### src/rtl/pdp8_intctl.sv
// PDP-8 interrupt / IOT-skip controller: merges device lines, owns ION with its one-instruction delay.
// Optional INTCTL_MASK_EN adds a software-loadable interrupt mask (IOT 6004 read, 6005 load).
module pdp8_intctl #(
    parameter int NDEV  = 8,
    parameter int IDX_W = 4
) (
    input  logic              clk,
    input  logic              reset,
    input  logic [3:0]        state,
    input  logic              iot,
    input  logic [11:0]       mb,
    input  logic [5:0]        io_select,
    input  logic [11:0]       ac,
    input  logic [NDEV-1:0]   dev_interrupt,
    input  logic [NDEV-1:0]   dev_selected,
    input  logic [NDEV-1:0]   dev_skip,
    input  logic              int_ack,
    output logic              io_selected,
    output logic              io_skip,
    output logic [11:0]       io_data_out,
    output logic              interrupt_req,
    output logic              ion,
    output logic [IDX_W-1:0]  int_src
);

    localparam logic [3:0] ST_F1 = 4'd1;
    localparam logic [3:0] ST_F3 = 4'd3;

    logic            ion_q, ion_d;
    logic            ion_delay_q, ion_delay_d;
    logic [1:0]      dly_cnt_q, dly_cnt_d;
    logic [NDEV-1:0] mask;
    logic [NDEV-1:0] pend;
    logic            any_pend;
    logic            own_win;
    logic [2:0]      fn;
    logic            own_sel;
    logic            own_skip;
    logic [11:0]     data_out;
    logic [IDX_W-1:0] src;

    // Bits of mb/ac that only the decode or the optional feature look at.
    logic unused_bits;
    assign unused_bits = ^{ac, mb[11:3]};

`ifdef INTCTL_MASK_EN
    logic [NDEV-1:0] mask_q, mask_d;
    assign mask = mask_q;
`else
    assign mask = '1;
`endif

    always_comb begin
        pend      = dev_interrupt & mask;
        any_pend  = |pend;
        own_win   = (state == ST_F1) && iot && (io_select == 6'o00);
        fn        = mb[2:0];
        own_sel   = 1'b0;
        own_skip  = 1'b0;
        data_out  = '0;
        ion_d       = ion_q;
        ion_delay_d = ion_delay_q;
        dly_cnt_d   = dly_cnt_q;
`ifdef INTCTL_MASK_EN
        mask_d      = mask_q;
`endif
        if (own_win) begin
            case (fn)
                3'd0: begin
                    own_sel     = 1'b1;
                    own_skip    = ion_q;
                    ion_d       = 1'b0;
                    ion_delay_d = 1'b0;
                end
                3'd1: begin
                    own_sel     = 1'b1;
                    ion_d       = 1'b1;
                    ion_delay_d = 1'b1;
                    dly_cnt_d   = 2'd0;
                end
                3'd2: begin
                    own_sel     = 1'b1;
                    ion_d       = 1'b0;
                    ion_delay_d = 1'b0;
                end
                3'd3: begin
                    own_sel  = 1'b1;
                    own_skip = any_pend;
                end
`ifdef INTCTL_MASK_EN
                3'd4: begin
                    own_sel             = 1'b1;
                    data_out[NDEV-1:0]  = mask_q;
                end
                3'd5: begin
                    own_sel = 1'b1;
                    mask_d  = ac[NDEV-1:0];
                end
`endif
                default: ;
            endcase
        end
        // The delay expires on the second F3 after ION: the ION's own and the next instruction's.
        if ((state == ST_F3) && ion_delay_q) begin
            if (dly_cnt_q == 2'd1) begin
                ion_delay_d = 1'b0;
                dly_cnt_d   = 2'd0;
            end else begin
                dly_cnt_d = dly_cnt_q + 2'd1;
            end
        end
        if (int_ack) begin
            ion_d       = 1'b0;
            ion_delay_d = 1'b0;
        end
    end

    // Lowest index wins: scan downward so the last assignment is the highest priority.
    always_comb begin
        src = '0;
        for (int i = NDEV - 1; i >= 0; i--) begin
            if (pend[i]) src = i[IDX_W-1:0];
        end
    end

    always_ff @(posedge clk or negedge reset) begin
        if (!reset) begin
            ion_q       <= 1'b0;
            ion_delay_q <= 1'b0;
            dly_cnt_q   <= 2'd0;
        end else begin
            ion_q       <= ion_d;
            ion_delay_q <= ion_delay_d;
            dly_cnt_q   <= dly_cnt_d;
        end
    end

`ifdef INTCTL_MASK_EN
    always_ff @(posedge clk or negedge reset) begin
        if (!reset) mask_q <= '1;
        else        mask_q <= mask_d;
    end
`endif

    assign io_selected   = reset & (own_sel | (|dev_selected));
    assign io_skip       = reset & (own_skip | (|(dev_skip & dev_selected)));
    assign io_data_out   = reset ? data_out : 12'd0;
    assign interrupt_req = ion_q & ~ion_delay_q & any_pend;
    assign ion           = ion_q;
    assign int_src       = reset ? src : '0;

endmodule

### config.mk
export PLATFORM = sky130hd
export DESIGN_NAME = pdp8_intctl
export DESIGN_NICKNAME = d
export VERILOG_FILES = /design/src/rtl/pdp8_intctl.sv
export SDC_FILE = /design/constraint.sdc
export NUM_CORES = 1
export LEC_CHECK = 0
export ABC_CLOCK_PERIOD_IN_PS = 1700
export CORE_MARGIN = 8
export CORE_UTILIZATION = 23
export CTS_CLUSTER_SIZE = 10
export DETAILED_ROUTE_END_ITERATION = 8
export PLACE_DENSITY_LB_ADDON = 0.3
export RECOVER_POWER = 25
export SETUP_SLACK_MARGIN = 0.15
export SYNTH_ARGS = -nofsm -noshare
export SYNTH_HDL_FRONTEND = slang
export SYNTH_SLANG_ARGS = --single-unit
### constraint.sdc
create_clock -name clk -period 1.7 [get_ports clk]
set_clock_uncertainty 0.1 [all_clocks]
set_input_delay 0.255 -clock clk [delete_from_list [all_inputs] [get_ports clk]]
set_output_delay 0.255 -clock clk [all_outputs]
set_load 0.01 [all_outputs]
Word-level counts from Yosys, hierarchy flattened
Index checks and enable logic that the tools add are counted.
{"block": "totals", "inputBits": 62, "regBits": 4, "out_inout_bits": 20, "wordCells": 59}
{"block": "classes", "bitwise": 8, "reduce_logical": 16, "eq_ne": 6, "muxes": 25, "n_addsub": 1}
{"op": "two-way mux 4 bit", "n": 8}
{"op": "OR reduction 8 bit", "n": 3}
{"op": "two-way mux 1 bit", "n": 9}
{"op": "bitwise AND 8 bit", "n": 1}
{"op": "two-way mux 2 bit", "n": 4}
{"op": "equality test 3 x 2 -> 1 bit (second input constant)", "n": 2}
{"op": "logical NOT 6 bit", "n": 1}
{"op": "one-hot mux 1 bit (2 select lines)", "n": 3}
{"op": "nonzero test 2 bit", "n": 3}
{"op": "bitwise AND 1 bit", "n": 4}
{"op": "equality test 4 x 1 -> 1 bit (second input constant)", "n": 1}
{"op": "equality test 4 x 2 -> 1 bit (second input constant)", "n": 1}
{"op": "AND reduction 2 bit", "n": 2}
{"op": "OR reduction 4 bit", "n": 1}
{"op": "equality test 3 x 1 -> 1 bit (second input constant)", "n": 1}
{"op": "logical AND 1 bit", "n": 3}
{"op": "logical NOT 3 bit", "n": 1}
{"op": "two-way mux 3 bit", "n": 1}
{"op": "nonzero test 3 bit", "n": 1}
{"op": "adder 2 x 1 -> 2 bit (second input constant)", "n": 1}
{"op": "equality test 2 x 1 -> 1 bit (second input constant)", "n": 1}
{"op": "bitwise OR 1 bit", "n": 2}
{"op": "OR reduction 2 bit", "n": 1}
{"op": "NOT 1 bit", "n": 1}

Logic depth before layout (Yosys ltp)
Gate-level depths: netlist of the first run.
{"block": "depth", "ltp_word": 9, "ltp_mapped": 4, "ltp_nobuf": 4}

Worst setup path after synthesis of the first run
Ideal clock, no wire load.
{"block": "synth_path", "path_kind": "input to output", "start": "in dev_interrupt[5]", "end": "out io_skip", "arrival_ns": 1.177, "setup_slack_ns": 0.168, "stages": 4, "path_buffers": 0, "required_time_ns": 1.345, "cell_sequence": "or4_4 -> nor4_4 -> o31a_2 -> o41ai_2"}
{"block": "synth_via", "elab_chain_cells": 5}
{"element": "start, declared", "line_no": "14", "source": "input logic [NDEV-1:0] dev_interrupt,"}
{"element": "OR reduction 8 bit", "line_no": "55", "source": "any_pend = |pend;"}
{"element": "one-hot mux 1 bit (2 select lines)", "line_no": "68", "source": "case (fn)"}
{"element": "two-way mux 1 bit", "line_no": "67", "source": "if (own_win) begin"}
{"element": "bitwise OR 1 bit", "line_no": "146", "source": "assign io_skip = reset & (own_skip | (|(dev_skip & dev_selected)));"}
{"element": "bitwise AND 1 bit", "line_no": "146"}
{"element": "end, declared", "line_no": "19", "source": "output logic io_skip,"}
No other way between the ends.

Worst setup path after layout of the first run
Ends and elaborated chain as after synthesis.

==> impl_metrics.tcl, run 1 <==
set metrics [dict create \
    cp.required_ns 1.34 \
    power.net_switching_mw 0.117 \
    drive_above_1_share_pct 45.6 \
    ant_nets 0 \
    yosysSeqAreaShare_pct 18.4 \
    critical-path-slowest-cell "sky130_fd_sc_hd__or4_4" \
    worstSetupStartpointType "input port" \
    ys_dominant_reg_cell "sky130_fd_sc_hd__dfrtp_1" \
    grt_start_max_net_pins 6 \
    cellInternalPower_mw 0.290 \
    synthesis.area_um2 543 \
    crit_path_max_incr_delay_ns 0.54 \
    startpoint_of_the_lowest_slack_register_to_register_path "ion_delay_q" \
    initial_core_util_pct 24.3 \
    timing_worst_setup_path_type "input port to output port" \
    power_leakage_nw 0.597 \
    route.detailed.drc 0 \
    critical_path_buf_inv_count 2 \
    min_period_over_period_pct 107 \
    synthAdderAreaFrac_pct 0 \
    synth_enable_flop_cells 0 \
    synth-compound-area-share_pct 25.6 \
    number_of_antenna_violations_at_the_first_check_in_global_routing 0 \
    timing.fmax_mhz 548 \
    critical_path.reg2reg.endpoint "ion_delay_q" \
    postSynth.asyncResetShare_pct 100 \
    first_global_vias 799 \
    routedWlPerCell_um 14.0 \
    yosys.area_share.simple_pct 33.9 \
    ys_top_cells_by_count "sky130_fd_sc_hd__buf_4, sky130_fd_sc_hd__inv_1, sky130_fd_sc_hd__nor2_1" \
    h-tree-depth 1 \
    grt_first_pass_wirelength_um 3390 \
    cp-end-kind "output port" \
    timing.hold.worst.class "input port to async pin" \
    synth.avg_cell_area_um2 8.10 \
    dr.first_iter.drc_count 21 \
    finalHoldViolCount 0 \
    yosysMostFrequentCell "sky130_fd_sc_hd__buf_4" \
    sequentialPowerShare_pct 23.5 \
    synthToLayoutAreaGrowth_pct 122 \
    globalRouteOverflowTotal 0 \
    synth_top_area_share_pct 18.4 \
    synth-xor-area-share_pct 0 \
    yosysWarnings 0 \
    cts_root_buf "sky130_fd_sc_hd__clkbuf_4" \
    yosys-mux-area-fraction_pct 0 \
    slack_of_the_critical_path_ns -0.126 \
    cts_tree "yes" \
    insertedDiodeCount 0 \
    clock_path_buffers 2 \
    power.combinational.fraction_pct 48.3 \
    dp_worst_setup_slack_ns -0.830 \
    design.core.area_um2 2230 \
    maximum_fanout_along_the_worst_path 2 \
    cpLargestDelayFamily "simple AND/OR/NAND/NOR gates" \
    timing.max_cap.violations 0 \
    groute.usage.overall_pct 9.86 \
    final_max_slew_viol_count 0 \
    final.setup.tns_ns -0.186 \
    port_buffers 47 \
    insertion_delay_ns 0.23 \
    power_switching_share_pct 28.7 \
    setup-violations-final 2 \
    wl_um 2300 \
    vias_per_cell 4.49 \
    rows 17 \
    place.detailed.hpwl_um 1960 \
    routabilityCongestion 0.789 \
    detailroute.via_count 736 \
    postSynthRegisterBits 4 \
    largest_family_of_logic_cells_by_synthesized_area "simple AND/OR/NAND/NOR gates" \
    ioPinCount 82 \
    floorplan.die.height_um 64.6 \
    cts_inserted_buffers 3 \
    clock_power_share_pct 28.2 \
    drtPass1Iterations 4 \
    final_nets 200 \
    worstPathArrival_ns 1.47 \
    setup.reg_to_reg.worst_slack_ns 0.60 \
    synthDistinctLibCells 30 \
    die_x_um 64.6 \
    netlist_instances 67 \
    setup_repair_after_global_routing_missed_its_margin "yes" \
    clk_transition_reported_paths_ns 0.04 \
    number_of_buffers_added_to_fix_hold_violations_after_cts 0 \
    fp.dieArea_um2 4170 \
    outcome "finished with violations" \
    rr_worst_depth 3 \
    areal_power_density_over_the_cells_nw_per_um2 339 \
    period_minus_slack_ns 1.83 \
    synth_top_area_cell "sky130_fd_sc_hd__dfrtp_1" \
    largest_cells_by_area_after_synthesis "sky130_fd_sc_hd__dfrtp_1, sky130_fd_sc_hd__buf_4, sky130_fd_sc_hd__a22oi_1" \
    vdd_drop_max_uv 267 \
    numClockSinks 4 \
    violated_checks "negative setup slack" \
    critical_path.cell_chain "buf_6 -> or4_4 -> nor4_4 -> o31a_2 -> o41ai_2 -> buf_2" \
]
==> repair_timing <==
action | in CTS | in global routing
endpoints found under the setup margin | 10 | 11
resized for setup | 105 | 23
setup buffers | 5 | 2
pin swaps | 16 | 12
hold endpoints to repair | 0 | 0
==> layer usage <==
layer / vias up / global-route usage [%] / share of wire, %
met1: 344 / 9.73 / 36
met2: 26 / 19.3 / 57
met3: 0 / 2.06 / 6.8
li1: 366 / - / -
met5: - / 0 / 0
met4: 0 / 4.09 / 0
==> power groups by stage <==
stage                     Combinational (mW)  Clock, mW  Sequential [mW]
after floorplan                       0.0721          0           0.0970
after detailed placement               0.194          0           0.0970
after global routing                   0.211      0.125           0.0957
after CTS                              0.187      0.125           0.0957
after global placement                 0.192          0           0.0970
final                                  0.197      0.115           0.0958
==> final cells by class <==
| type | count | area, um2 |
|---|---|---|
| Multi-Input combinational cell | 57 | 455 |
| Clock buffer | 3 | 22.5 |
| Sequential cell | 4 | 100 |
| Inverter | 5 | 18.8 |
| Timing Repair Buffer | 67 | 572 |
| Tap cell | 28 | 35.0 |
| Fill cell | 226 | 1030 |
==> state kept, by name, indices dropped and copies added, names as in the netlist <==
| signal | flops |
|---|---|
| dly_cnt_q | 2 |
| ion | 1 |
| ion_delay_q | 1 |
==> worst max path at each step <==
stage / startpoint / endpoint / slack, ns / cells after the start
3_5_place_dp: dev_interrupt[7] / io_skip / -0.83 / 6
4_1_cts: dev_interrupt[7] / io_skip / -0.21 / 6
3_3_place_gp: dev_interrupt[7] / io_skip / -0.79 / 6
5_1_grt: dev_interrupt[5] / io_skip / -0.17 / 6
2_1_floorplan: dev_interrupt[5] / io_skip / 0.17 / 4
6_report: dev_interrupt[5] / io_skip / -0.13 / 6
==> cells by family (layout without fill, tap and decap cells) <==
kind of cell / after synthesis / in the layout
buf+inv: 18 / 75
compound gates: 18 / 18
simple gates: 26 / 26
flops: 4 / 4
other cells: 1 / 13
==> worst register-to-register path: cells and delay by family, from the launching register on <==
kind	cells	cell delay, ns
AO/OA/AOI/OAI	2	0.36
flip-flops	1	0.39
AND/OR/NAND/NOR	1	0.13
==> layout by cell type, fill, tap and decap left out, types with 2 or more instances in the layout <==
| cell type | n |
|---|---|
| sky130_fd_sc_hd__buf_4 | 16 |
| sky130_fd_sc_hd__conb_1 | 13 |
| sky130_fd_sc_hd__dlygate4sd2_1 | 11 |
| sky130_fd_sc_hd__buf_2 | 11 |
| sky130_fd_sc_hd__clkdlybuf4s50_1 | 11 |
| sky130_fd_sc_hd__buf_6 | 10 |
| sky130_fd_sc_hd__inv_1 | 5 |
| sky130_fd_sc_hd__a22oi_1 | 4 |
| sky130_fd_sc_hd__dfrtp_1 | 4 |
| sky130_fd_sc_hd__nor2_1 | 3 |
| sky130_fd_sc_hd__a21oi_1 | 3 |
| sky130_fd_sc_hd__nor4_2 | 3 |
| sky130_fd_sc_hd__o21a_1 | 3 |
| sky130_fd_sc_hd__clkbuf_4 | 3 |
| sky130_fd_sc_hd__dlymetal6s2s_1 | 3 |
| sky130_fd_sc_hd__nor3_1 | 2 |
| sky130_fd_sc_hd__nand2b_1 | 2 |
| sky130_fd_sc_hd__nand2_1 | 2 |
| sky130_fd_sc_hd__nor4_4 | 2 |
| sky130_fd_sc_hd__clkbuf_2 | 2 |
==> through the flow <==
step                hold slack, ns  instances  power (mW)  utilization (%)  cell area [um2]
CTS                         0.0104        162       0.408             51.3             1150
global placement             0.410        154       0.289             49.0             1090
finish                      0.0421        164       0.407             53.9             1200
global route                0.0999        164       0.432             53.9             1200
floorplan                   -0.141         79       0.169                -              588
detailed placement           0.417        154       0.291             49.0             1090
Note: power is estimated with default switching activity, not from simulation.
==> run 2, diff against run 1 <==
--- a/config.mk
+++ b/config.mk
@@ -12,6 +12,7 @@
 export DETAILED_ROUTE_END_ITERATION = 8
 export PLACE_DENSITY_LB_ADDON = 0.3
 export RECOVER_POWER = 25
+export REMOVE_ABC_BUFFERS = 1
 export SETUP_SLACK_MARGIN = 0.15
 export SYNTH_ARGS = -nofsm -noshare
 export SYNTH_HDL_FRONTEND = slang
==> run 2 against run 1 <==
  * The flow still finishes with violations (negative setup slack)
  * Non-clock buffer count rose by 4
  * Clock power shrank 3%
  * Design area is 0.10% higher
  * Critical endpoint unchanged
==> impl_metrics.tcl, run 2 (synthesized netlist as in run 1, its figures left out) <==
set metrics [dict create \
    vias_per_cell 4.43 \
    setup_repair_after_global_routing_missed_its_margin "yes" \
    number_of_buffers_added_to_fix_hold_violations_after_cts 0 \
    detailroute.via_count 744 \
    timing.fmax_mhz 558 \
    critical_path.reg2reg.endpoint "ion_delay_q" \
    dr.first_iter.drc_count 24 \
    startpoint_of_the_lowest_slack_register_to_register_path "ion_delay_q" \
    worstSetupStartpointType "input port" \
    synthToLayoutAreaGrowth_pct 122 \
    number_of_antenna_violations_at_the_first_check_in_global_routing 0 \
    h-tree-depth 1 \
    route.detailed.drc 0 \
    setup-violations-final 2 \
    final-instance-count-excl-fill 168 \
    numClockSinks 4 \
    globalRouteOverflowTotal 0 \
    routabilityCongestion 0.788 \
    rows 17 \
    cp.required_ns 1.34 \
    insertion_delay_ns 0.23 \
    design.core.area_um2 2230 \
    min_period_over_period_pct 105 \
    cts_root_buf "sky130_fd_sc_hd__clkbuf_4" \
    first_global_vias 817 \
    initial_core_util_pct 24.3 \
    dpl_cell_area_um2 1120 \
    drive_above_1_share_pct 43.6 \
    layout_commonest_cell "sky130_fd_sc_hd__buf_4" \
    timing_worst_setup_path_type "input port to output port" \
    die_x_um 64.6 \
    outcome "finished with violations" \
    flip_flop_count_of_the_largest_register_after_layout 2 \
    clock_path_buffers 2 \
    place_inst 158 \
    final_max_slew_viol_count 0 \
    setup.reg_to_reg.worst_slack_ns 0.56 \
    violated_checks "negative setup slack" \
    wl_um 2360 \
    areal_power_density_over_the_cells_nw_per_um2 334 \
    final_cell_area_um2 1200 \
    groute.usage.overall_pct 10.5 \
    clk_transition_reported_paths_ns 0.03 \
    floorplan.die.height_um 64.6 \
    place.detailed.hpwl_um 1980 \
    crit_path_max_incr_delay_ns 0.54 \
    final_core_util_pct 53.9 \
    period_minus_slack_ns 1.79 \
    grt_start_max_net_pins 5 \
    fp.dieArea_um2 4170 \
    port_buffers 47 \
    critical-path-slowest-cell "sky130_fd_sc_hd__or4_4" \
    insertedDiodeCount 0 \
    critical_path.cell_chain "buf_6 -> or4_4 -> nor4_4 -> o31a_2 -> o41ai_2 -> buf_2" \
    timing.max_cap.violations 0 \
    cp-end-kind "output port" \
    timing.hold.worst.class "input port to async pin" \
    cts_inserted_buffers 3 \
    power_leakage_nw 0.596 \
    ant_nets 0 \
    startpoint "dev_interrupt[7]" \
    slack_of_the_critical_path_ns -0.0908 \
    hold_ws_ns 0.0302 \
    most-common-layout-cells "sky130_fd_sc_hd__buf_4, sky130_fd_sc_hd__conb_1, sky130_fd_sc_hd__buf_2" \
    worstPathArrival_ns 1.44 \
    vdd_drop_max_uv 335 \
    registers.top_by_ff_count "dly_cnt_q" \
    ioPinCount 82 \
    drtPass1Iterations 4 \
    maximum_fanout_along_the_worst_path 2 \
    finalHoldViolCount 0 \
    rr_worst_depth 4 \
    final_nets 204 \
    grt_first_pass_wirelength_um 3630 \
    cts_tree "yes" \
    routedWlPerCell_um 14.0 \
]
[run 2: cell count changes in the layout (fill, tap and decap cells not counted), sizes merged]
cell           before  now
clkdlybuf4s50      11   12
buf                38   41
dlymetal6s2s        3    2
clkbuf              6    5
clkdlybuf4s15       1    3
[run 2: per-layer routing]
layer	share of wire, %	track usage, %	up-vias
met2	56	20.0	28
met5	0	0	-
met1	37	11.1	342
met3	6.3	1.72	0
li1	-	-	374
met4	0	4.09	0
[run 2: layout make-up]
cell class | instances | area [um2]
fill | 223 | 1030
timing repair buffer | 71 | 584
multi-input combinational | 57 | 444
sequential | 4 | 100
tap | 28 | 35.0
clock buffer | 3 | 22.5
inverter | 5 | 18.8
[run 2: worst max-delay path: cells and delay by family]
family,cells,cell delay (ns)
buffers and inverters,2,0.23
AND/OR/NAND/NOR,2,0.72
AO/OA/AOI/OAI,2,0.23
[run 2: repair_timing]
action | CTS | global route
buffers inserted | 4 | 3
setup endpoints to repair | 10 | 11
gates resized for setup | 102 | 14
pin swaps | 15 | 7
hold endpoints to repair | 0 | 0
[run 2: how the worst max path moves through the flow]
stage,to,slack (ns),depth (start not counted)
2_1_floorplan,io_skip,0.17,4
3_3_place_gp,io_skip,-0.78,6
3_5_place_dp,io_skip,-0.79,6
4_1_cts,io_skip,-0.19,6
5_1_grt,io_skip,-0.14,6
6_report,io_skip,-0.09,6
[run 2: stage by stage]
step,power [mW],setup slack (ns),TNS [ns]
final,0.402,-0.0908,-0.142
after global routing,0.431,-0.141,-0.284
after CTS,0.402,-0.193,-0.317
after detailed placement,0.294,-0.795,-4.63
after global placement,0.292,-0.777,-4.53
after floorplan,0.147,0.168,0
[run 2: where the power goes]
group	internal, mW	switching, mW	total (mW)
Sequential	0.0959	0.0000143	0.0959
Combinational	0.114	0.0810	0.195
Clock	0.0785	0.0327	0.111
Total	0.289	0.114	0.402
